--- config.mk ---
export PLATFORM = sky130hd
export DESIGN_NAME = key_ctrl
export DESIGN_NICKNAME = d
export VERILOG_FILES = /design/src/rtl/key_ctrl_pkg.sv /design/src/rtl/key_ctrl_debounce.sv /design/src/rtl/key_ctrl.sv
export SDC_FILE = /design/constraint.sdc
export NUM_CORES = 1
export LEC_CHECK = 0
export ABC_CLOCK_PERIOD_IN_PS = 5400
export BUFFER_PORTS_ARGS = -buffer_cell sky130_fd_sc_hd__buf_2
export CAP_MARGIN = 20
export CORE_UTILIZATION = 25
export CTS_CLUSTER_SIZE = 14
export DETAILED_ROUTE_END_ITERATION = 10
export HOLD_SLACK_MARGIN = 0.08
export SLEW_MARGIN = 20
export SYNTH_ARGS = -nofsm -noshare
export SYNTH_HDL_FRONTEND = slang
export SYNTH_HIERARCHICAL = 1
export SYNTH_SLANG_ARGS = --single-unit
--- constraint.sdc ---
create_clock -name clk -period 5.4 [get_ports clk]
set_clock_uncertainty 0.15 [all_clocks]
set_input_delay 1.62 -clock clk [delete_from_list [all_inputs] [get_ports clk]]
set_output_delay 1.62 -clock clk [all_outputs]
set_load 0.02 [all_outputs]
--- src/rtl/key_ctrl_pkg.sv ---
// Shared FSM state type and default timing constants for the key conditioner.
package key_ctrl_pkg;

   typedef enum logic [1:0] {
      KS_IDLE,
      KS_PRESS_CNT,
      KS_HELD,
      KS_RELEASE_CNT
   } key_state_t;

   localparam int unsigned DEF_DEBOUNCE_CYCLES = 1000000;
   localparam int unsigned DEF_LONG_CYCLES     = 50000000;

endpackage

--- src/rtl/key_ctrl_debounce.sv ---
// One raw button: 2-flop synchroniser, debounce FSM with a shared saturating
// counter, one-cycle press strobe and optional long-press strobe.
module key_debounce
   import key_ctrl_pkg::*;
#(
   parameter int unsigned DEBOUNCE_CYCLES = DEF_DEBOUNCE_CYCLES,
   parameter int unsigned LONG_CYCLES     = DEF_LONG_CYCLES,
   parameter logic        KEY_ACTIVE      = 1'b0,
   parameter bit          LONG_EN         = 1'b0
) (
   input  logic clk,
   input  logic rst_n,
   input  logic key,
   output logic press_pulse,
   output logic long_pulse
);

   localparam int CW = $clog2(LONG_CYCLES + 1);
   localparam logic [CW-1:0] DB_LAST   = CW'(DEBOUNCE_CYCLES - 1);
   localparam logic [CW-1:0] LONG_LAST = CW'(LONG_CYCLES - 1);
   localparam logic [CW-1:0] LONG_SAT  = CW'(LONG_CYCLES);

   logic [1:0]    sync;
   logic          pressed;
   key_state_t    state;
   logic [CW-1:0] cnt;

   always_ff @(posedge clk or negedge rst_n) begin
      if (!rst_n) sync <= {2{~KEY_ACTIVE}};
      else        sync <= {sync[0], key};
   end

   assign pressed = (sync[1] == KEY_ACTIVE);

   always_ff @(posedge clk or negedge rst_n) begin
      if (!rst_n) begin
         state <= KS_IDLE;
         cnt   <= '0;
      end else begin
         case (state)
            KS_IDLE: begin
               cnt <= '0;
               if (pressed) state <= KS_PRESS_CNT;
            end
            KS_PRESS_CNT: begin
               if (!pressed) begin
                  state <= KS_IDLE;
                  cnt   <= '0;
               end else if (cnt == DB_LAST) begin
                  state <= KS_HELD;
                  cnt   <= '0;
               end else begin
                  cnt <= cnt + 1'b1;
               end
            end
            KS_HELD: begin
               if (!pressed) begin
                  state <= KS_RELEASE_CNT;
                  cnt   <= '0;
               end else if (LONG_EN && cnt != LONG_SAT) begin
                  // parks at LONG_CYCLES so the long strobe cannot repeat
                  cnt <= cnt + 1'b1;
               end
            end
            KS_RELEASE_CNT: begin
               if (pressed) begin
                  state <= KS_HELD;
                  cnt   <= '0;
               end else if (cnt == DB_LAST) begin
                  state <= KS_IDLE;
                  cnt   <= '0;
               end else begin
                  cnt <= cnt + 1'b1;
               end
            end
            default: begin
               state <= KS_IDLE;
               cnt   <= '0;
            end
         endcase
      end
   end

   // Decoded from flops only; high during the last stable cycle before HELD.
   assign press_pulse = (state == KS_PRESS_CNT) && pressed && (cnt == DB_LAST);
   assign long_pulse  = LONG_EN && (state == KS_HELD) && pressed && (cnt == LONG_LAST);

endmodule

--- src/rtl/key_ctrl.sv ---
// Two-button conditioner for the LED stage: debounced direction/polarity toggles.
// Define KEY_LONGPRESS_EN to make a long key_pol hold restore both levels to defaults.
module key_ctrl
   import key_ctrl_pkg::*;
#(
   parameter int unsigned DEBOUNCE_CYCLES = DEF_DEBOUNCE_CYCLES,
   parameter int unsigned LONG_CYCLES     = DEF_LONG_CYCLES,
   parameter logic        KEY_ACTIVE      = 1'b0,
   parameter logic        SW_INIT         = 1'b1,
   parameter logic        CHANGE_INIT     = 1'b0
) (
   input  logic clk,
   input  logic rst_n,
   input  logic key_dir,
   input  logic key_pol,
   output logic change,
   output logic sw,
   output logic dir_pulse,
   output logic pol_pulse,
   output logic long_pulse
);

`ifdef KEY_LONGPRESS_EN
   localparam bit POL_LONG_EN = 1'b1;
`else
   localparam bit POL_LONG_EN = 1'b0;
`endif

   logic [1:0] rst_sync;
   logic       rst_n_i;
   logic       dir_long;
   logic       pol_long;

   // Asynchronous assert, release aligned to clk.
   always_ff @(posedge clk or negedge rst_n) begin
      if (!rst_n) rst_sync <= '0;
      else        rst_sync <= {rst_sync[0], 1'b1};
   end

   assign rst_n_i = rst_sync[1];

   key_debounce #(
      .DEBOUNCE_CYCLES (DEBOUNCE_CYCLES),
      .LONG_CYCLES     (LONG_CYCLES),
      .KEY_ACTIVE      (KEY_ACTIVE),
      .LONG_EN         (1'b0)
   ) u_dir (
      .clk         (clk),
      .rst_n       (rst_n_i),
      .key         (key_dir),
      .press_pulse (dir_pulse),
      .long_pulse  (dir_long)
   );

   key_debounce #(
      .DEBOUNCE_CYCLES (DEBOUNCE_CYCLES),
      .LONG_CYCLES     (LONG_CYCLES),
      .KEY_ACTIVE      (KEY_ACTIVE),
      .LONG_EN         (POL_LONG_EN)
   ) u_pol (
      .clk         (clk),
      .rst_n       (rst_n_i),
      .key         (key_pol),
      .press_pulse (pol_pulse),
      .long_pulse  (pol_long)
   );

   // dir_long is constant 0; only key_pol has a long-press function.
   assign long_pulse = pol_long | dir_long;

   always_ff @(posedge clk or negedge rst_n_i) begin
      if (!rst_n_i) begin
         change <= CHANGE_INIT;
         sw     <= SW_INIT;
      end else if (long_pulse) begin
         change <= CHANGE_INIT;
         sw     <= SW_INIT;
      end else begin
         change <= change ^ dir_pulse;
         sw     <= sw ^ pol_pulse;
      end
   end

endmodule
## After elaboration in Yosys (flattened, before gate mapping)

Cells that the tools add are included.

- Flip-flop bits (word level): 64
- Output and inout port bits: 5
- Word-level logic and storage cells: 63

- Add/subtract/negate cells: 2
- Eq/ne operators: 16
- Multiplexer cells: 24
- Bitwise operators: 4
- Reduce and logical (&&, ||, !) cells: 8

Operators with widths:

| cell | number |
|---|---|
| 26-bit two-way mux | 8 |
| 26-bit case mux with 4 select lines | 2 |
| 26-bit by 1-bit adder with 26-bit output (second input constant) | 2 |
| 26-bit by 20-bit == test with 1-bit output (second input constant) | 2 |
| 2-bit two-way mux | 12 |
| 2-bit case mux with 4 select lines | 2 |
| 2-bit == test (second input constant) | 4 |
| 4-bit AND reduction | 2 |
| 3-bit by 1-bit != test with 1-bit output (second input constant) | 2 |
| 3-bit != test (second input constant) | 2 |
| 2-bit by 1-bit == test with 1-bit output (second input constant) | 2 |
| 1-bit logical AND | 4 |
| 2-bit zero test | 2 |
| 2-bit by 1-bit != test with 1-bit output (second input constant) | 2 |
| 2-bit != test (second input constant) | 2 |
| 1-bit NOT | 2 |
| 1-bit bitwise XOR | 2 |

## Logic depth before layout (Yosys ltp)

Gate-level depths: netlist of the first run.

- Depth after elaboration: 4
- Depth in mapped cells: 8

## Cells and area by module

Netlist of the first run, hierarchy kept.

By module, submodules not included:

| module | instances | cells each | area an instance (um2) | sequential area each (um2) |
|---|---|---|---|---|
| key_debounce | 2 | 189 | 1684.1 | 753.2 |
| key_ctrl | 1 | 10 | 141.4 | 101.3 |

## Worst setup path after synthesis of the first run

No wires, ideal clock.

- Kind: register -> output
- Start: reg u_dir.cnt[21]
- End: out dir_pulse
- Data arrival time: 2010 ps
- Data required time: 3630 ps
- Setup slack: 1620 ps
- Cell stages (with the launch flop): 6
- Cells stage by stage: dfrtp_1 > or4_1 > or3_1 > nor2_1 > nand2_1 > nor3_1

- Cells in the longest elaborated chain, start to end: 2

RTL lines:

| element | line | RTL |
|---|---|---|
| start, declared | key_ctrl_debounce.sv:26 | `logic [CW-1:0] cnt;` |
| start signal, assigned | key_ctrl_debounce.sv:53 | `cnt <= cnt + 1'b1;` |
| start signal, assigned | key_ctrl_debounce.sv:62 | `cnt <= cnt + 1'b1;` |
| start signal, assigned | key_ctrl_debounce.sv:73 | `cnt <= cnt + 1'b1;` |
| 26-bit by 20-bit == test with 1-bit output | key_ctrl_debounce.sv:85 | `assign press_pulse = (state == KS_PRESS_CNT) && pressed && (cnt == DB_LAST);` |
| 1-bit logical AND | key_ctrl_debounce.sv:85 |  |
| end, declared | key_ctrl.sv:18 | `output logic dir_pulse,` |

No other way between the ends.

## Worst setup path in the final report of the first run

Ends and elaborated chain as after synthesis.

==> flow_summary.yaml, run 1 <==
sta:
  setup_viol: 0
  finalHoldViolations: 0
  fmax_mhz: 240
  tns_ps: 0
  slew_headroom_pct: 45.4
  tightest_slew_ps: 811
  min_period_over_period_pct: 77.2
  finalCriticalPeriod_ps: 4170
  slew_violations: 0
  rsz0062_at_grt: "no"
grt:
  grt_max_degree: 63
  grt_first_pass_wirelength_um: 13400
  grt_pass1_vias: 2771
  grt-ovfl-total: 0
  grt_usage_pct: 11.6
  antenna_found_initial: 0
finish:
  final_core_util_pct: 29.9
  area_growth_pct: 14.6
  layout_common_cells: "dfrtp_1, a21oi_1, nand2_1, o21ai_0"
  multiInputGateArea_sq_um: 1730
  n_fill_cell: 1433
  drive_above_1_share_pct: 11.9
  diodes: 0
  seqCellArea_sq_um: 1610
  stdcell_count: 570
  fin_nets: 395
  final_common_cell: "dfrtp_1"
detailed_routing:
  drt_iter0_drc: 133
  drc: 0
  wl_um: 7780
  vias_per_cell: 5.17
  post_drt_wl_per_cell_um: 13.6
  final_antenna_net_count: 0
  num_vias: 2945
  first_pass_iters: 4
clocking:
  cts-root-buf: "clkbuf_16"
  htreeDepth: 3
  worstSkewPairLatency_ps: 330
  numCtsBuffers: 9
  tritoncts: "done"
  hold_buffers: 0
  ctsResizeCount: 0
  cts_setup_buffers: 0
  clkSlewWorstSetupHoldPaths_ps: 60
  clk_path_buf_depth: 2
  clock-sinks: 64
yosys:
  synthArstFlopShare_pct: 100
  ys.flop_type: "dfrtp_1"
  synth_cells: 388
  yosys.cell_types.count: 46
  syn_area_per_cell_sq_um: 9.05
  synth_nets: 394
  synth_edf_count: 0
  syn_area_sq_um: 3510
  ys_seq_elements: 64
  yosys_warnings: 6
  ys_seq_area_share_pct: 45.8
critical_path:
  crit_path_end_kind: "output port"
  crit_type: "flop to output port"
  cp.arrival_ps: 2400
  ff2ff_path_depth: 5
  r2r_start: "u_pol/cnt[22]"
  reg2reg_to: "u_pol/cnt[18]"
  critPathLaunchType: "flop"
  worstPathRequired_ps: 3630
  r2r_setup_slack_ps: 2810
  path_max_fanout: 6
power_and_ir_drop:
  p_leak_nw: 1.54
  power.density_nw_per_um2: 303
  irDropWorstVdd_mv: 0.133
flow_run:
  maxCapViolCount: 0
hold_path:
  hold_start: "rst_sync[0]"
  whs_path_depth: 0
  hold_end: "rst_sync[1]"
  hp-class: "flop to flop"
placed_design:
  dp.cells: 554
  io_buffers: 7
  dp_hpwl_um: 5100
  place.gp.congestion: 0.841
floorplanning:
  die_w_um: 120
  num_rows: 42
  fp.dieArea_sq_um: 14500
  die_y_um: 120
  pin_count: 9
  coreArea_sq_um: 13500
  start_util_pct: 26.1
status:
  status: "finished clean"
## synth_stat cells (3+ instances only)
master / instances / area, sq um
or4_1: 6 / 45.0
and3_1: 6 / 37.5
a21oi_1: 36 / 180
nand2b_1: 5 / 31.3
nand3_1: 16 / 80.1
nand2_1: 34 / 128
a22o_1: 4 / 35.0
clkbuf_1: 10 / 37.5
inv_1: 14 / 52.6
conb_1: 3 / 11.3
a31oi_1: 22 / 138
dfrtp_1: 59 / 1480
nand4_1: 10 / 62.6
buf_4: 4 / 30.0
dfstp_2: 5 / 131
o21ai_0: 34 / 170
xnor2_1: 4 / 35.0
buf_6: 4 / 45.0
or3_1: 14 / 87.6
a41oi_1: 4 / 35.0
nor3_1: 22 / 110
nor4_1: 8 / 50.1
and4_1: 4 / 35.0
nor2_1: 17 / 63.8
## power breakdown
group	internal (mW)	switching, mW
clock network	0.475	0.206
logic	0.0119	0.0281
registers	0.488	0.00811
## cell families after synthesis
family	after synthesis	share of synthesized area [%]
other	3	0.321
AOI/OAI and AO/OA	120	20.8
muxes	4	1.21
adders and majority gates	2	0.713
and+or+nand+nor	157	25.1
buffers and inverters	34	4.99
DFF	64	45.8
xor gates and xnor gates	4	0.998
## state kept, by name (all words and copies together), names as in the netlist, named ones only
register     flops
u_dir/cnt       26
u_pol/cnt       26
rst_sync         2
u_dir/sync       2
u_pol/sync       2
change           1
sw               1
u_dir/state      1
u_pol/state      1
## worst max-delay path, cell delays in order (launching register included)
cell and delay (ps):
dfrtp_1 430, or4_1 520, or3_1 370, nor2_1 150, nand2_1 110, nor3_1 250, buf_2 220
## per-stage QoR
step	area, sq um	power [mW]	hold WS, ps	setup slack (ps)
2_1_floorplan	3510	0.538	181	1620
3_3_place_gp	3670	0.543	186	1630
3_5_place_dp	3670	0.544	186	1600
4_1_cts	4020	1.24	199	1240
5_1_grt	4020	1.26	206	1090
6_report	4020	1.22	195	1230
## area by class of cell
class	instances	share of cell area [%]
sequential	64	40.0
tap	176	5.48
clock buffer	11	6.28
multi-input combinational	290	42.9
clock inverter	5	2.55
timing repair buffer	10	1.43
inverter	14	1.31
## worst max path at each step
| stage | cells past startpoint | to | startpoint | slack [ps] |
|---|---|---|---|---|
| 4_1_cts | 6 | dir_pulse | u_dir/cnt[21] | 1240 |
| 5_1_grt | 7 | dir_pulse | u_dir/cnt[0] | 1090 |
| 3_3_place_gp | 6 | pol_pulse | u_pol/cnt[21] | 1630 |
| 3_5_place_dp | 6 | dir_pulse | u_dir/cnt[21] | 1600 |
| 2_1_floorplan | 5 | dir_pulse | u_dir/cnt[21] | 1620 |
| 6_report | 6 | dir_pulse | u_dir/cnt[21] | 1230 |
## per-layer routing
layer  routed length [um]  vias up  part of all wire, %  global-route usage, %
li1                     -     1461                    -                      -
met1                 3730     1412                   48                   14.9
met2                 3600       65                   46                   17.9
met3                  381        7                  4.9                   4.15
met4                   71        0                 0.91                   3.94
met5                    0        -                    0                      0
Note: power is estimated with default switching activity, not from simulation.
==> run 2: changes to the inputs <==
ABC_CLOCK_PERIOD_IN_PS = 3500   (was 5400)
clock period = 3.5 ns   (was 5.4 ns; I/O delays follow)
==> flow_summary.yaml, run 2 (same netlist as run 1, synthesis figures left out) <==
clocking:
  hold_buffers: 0
  clkSlewWorstSetupHoldPaths_ps: 50
  tritoncts: "done"
  numCtsBuffers: 9
  clk_path_buf_depth: 2
  clock-sinks: 64
  worstSkewPairLatency_ps: 330
  htreeDepth: 3
  cts-root-buf: "clkbuf_16"
finish:
  top_regs: "u_dir/cnt: 26 flops, u_pol/cnt: 26 flops"
  diodes: 0
  drive_above_1_share_pct: 15.4
  final_common_cell: "dfrtp_1"
  area_growth_pct: 17.6
  fin_nets: 403
  stdcell_count: 578
  layout_common_cells: "dfrtp_1, a21oi_1, o21ai_0"
grt:
  antenna_found_initial: 0
  grt-ovfl-total: 0
  grt_first_pass_wirelength_um: 13500
  grt_usage_pct: 11.6
  grt_pass1_vias: 2809
  grt_max_degree: 33
flow_run:
  maxCapViolCount: 0
floorplanning:
  start_util_pct: 26.1
  die_w_um: 120
  num_rows: 42
  fp.dieArea_sq_um: 14500
  pin_count: 9
  coreArea_sq_um: 13500
  die_y_um: 120
power_and_ir_drop:
  power.density_nw_per_um2: 431
  pwr-share-seq_pct: 43.3
  comb_power_share_pct: 3.4
  p_leak_nw: 1.57
  power_frac_clock_pct: 53.3
  irDropWorstVdd_mv: 0.218
  p_int_mw: 1.42
  switching_power_uw: 366
  switching_share_pct: 20.5
sta:
  slew_violations: 0
  tightest_slew_ps: 885
  fin_ws_ps: 62.7
  setup_viol: 0
  min_period_over_period_pct: 98.2
  fmax_mhz: 291
  finalHoldViolations: 0
  finalCriticalPeriod_ps: 3440
  slew_headroom_pct: 40.5
placed_design:
  io_buffers: 7
  dp_slack_ps: 231
  dp.cells: 555
  dp_hpwl_um: 5340
  place.gp.congestion: 0.815
critical_path:
  cp.arrival_ps: 2240
  reg2reg_to: "u_dir/cnt[18]"
  worstPathRequired_ps: 2300
  r2r_setup_slack_ps: 790
  path_max_fanout: 6
  ff2ff_path_depth: 6
  critPathLaunchType: "flop"
  crit_type: "flop to output port"
  crit_path_end_kind: "output port"
  r2r_start: "u_dir/cnt[21]"
detailed_routing:
  wl_um: 8180
  first_pass_iters: 6
  drt_iter0_drc: 230
  num_vias: 3010
  vias_per_cell: 5.21
  post_drt_wl_per_cell_um: 14.2
  drc: 0
  final_antenna_net_count: 0
hold_path:
  hp-class: "flop to async pin"
status:
  status: "finished clean"
-- run 2: cell types whose count changed in the layout (fill, tap and decap cells not counted), sizes merged --
cell,before,now
buf,10,18
clkbuf,11,13
bufinv,3,2
clkinvlp,1,0
-- run 2: worst max-delay path by stage --
stage / startpoint / end / slack (ps) / cells after the start
6_report: u_pol/cnt[22] / pol_pulse / 60 / 6
2_1_floorplan: u_dir/cnt[21] / dir_pulse / 290 / 5
3_3_place_gp: u_dir/cnt[21] / dir_pulse / 280 / 6
3_5_place_dp: u_dir/cnt[22] / dir_pulse / 230 / 6
5_1_grt: u_dir/cnt[21] / dir_pulse / -6 / 6
4_1_cts: u_dir/cnt[21] / dir_pulse / 5 / 6
-- run 2: power groups by stage --
stage | logic (mW) | clock network, mW | registers, mW
floorplan | 0.0447 | 0 | 0.785
global placement | 0.0495 | 0 | 0.788
detailed placement | 0.0607 | 0 | 0.783
CTS | 0.0610 | 0.972 | 0.770
global route | 0.0693 | 1.00 | 0.774
finish | 0.0608 | 0.948 | 0.771
-- run 2: what timing repair did --
action,CTS,global route
endpoints found under the hold margin,0,0
buffers inserted,1,6
endpoints found under the setup margin,2,2
gates resized for setup,5,14
pin swaps,0,5
-- run 2: layout make-up --
class	instances	area, sq um
multi-input combinational	290	1790
fill	1444	9320
timing repair buffer	18	143
clock inverter	3	65.1
inverter	14	52.6
clock buffer	13	250
tap	176	220
sequential	64	1610
-- run 2: per-stage QoR --
stage / hold slack (ps) / total power, mW / area, sq um / util [%] / setup TNS, ps
floorplan: 181 / 0.830 / 3510 / - / 0
global placement: 186 / 0.838 / 3670 / 27.3 / 0
detailed placement: 98.0 / 0.843 / 3690 / 27.4 / 0
CTS: 98.5 / 1.80 / 4030 / 29.9 / 0
global route: 125 / 1.84 / 4130 / 30.7 / -7.07
finish: 78.9 / 1.78 / 4130 / 30.7 / 0
-- run 2: worst max-delay path, stage by stage (launching register included) --
cell,delay [ps]
dfrtp_2,430
or4_1,520
or3_4,370
nor2_4,120
nand2_2,90
nor3_4,220
buf_6,140
-- run 2: layer usage --
metal | routed length [um] | global-route usage (%) | vias to the layer above | share of wire, %
li1 | - | - | 1473 | -
met1 | 3830 | 14.6 | 1463 | 47
met2 | 3930 | 19.0 | 56 | 48
met3 | 276 | 3.44 | 18 | 3.4
met4 | 148 | 4.09 | 0 | 1.8
met5 | 0 | 0 | - | 0
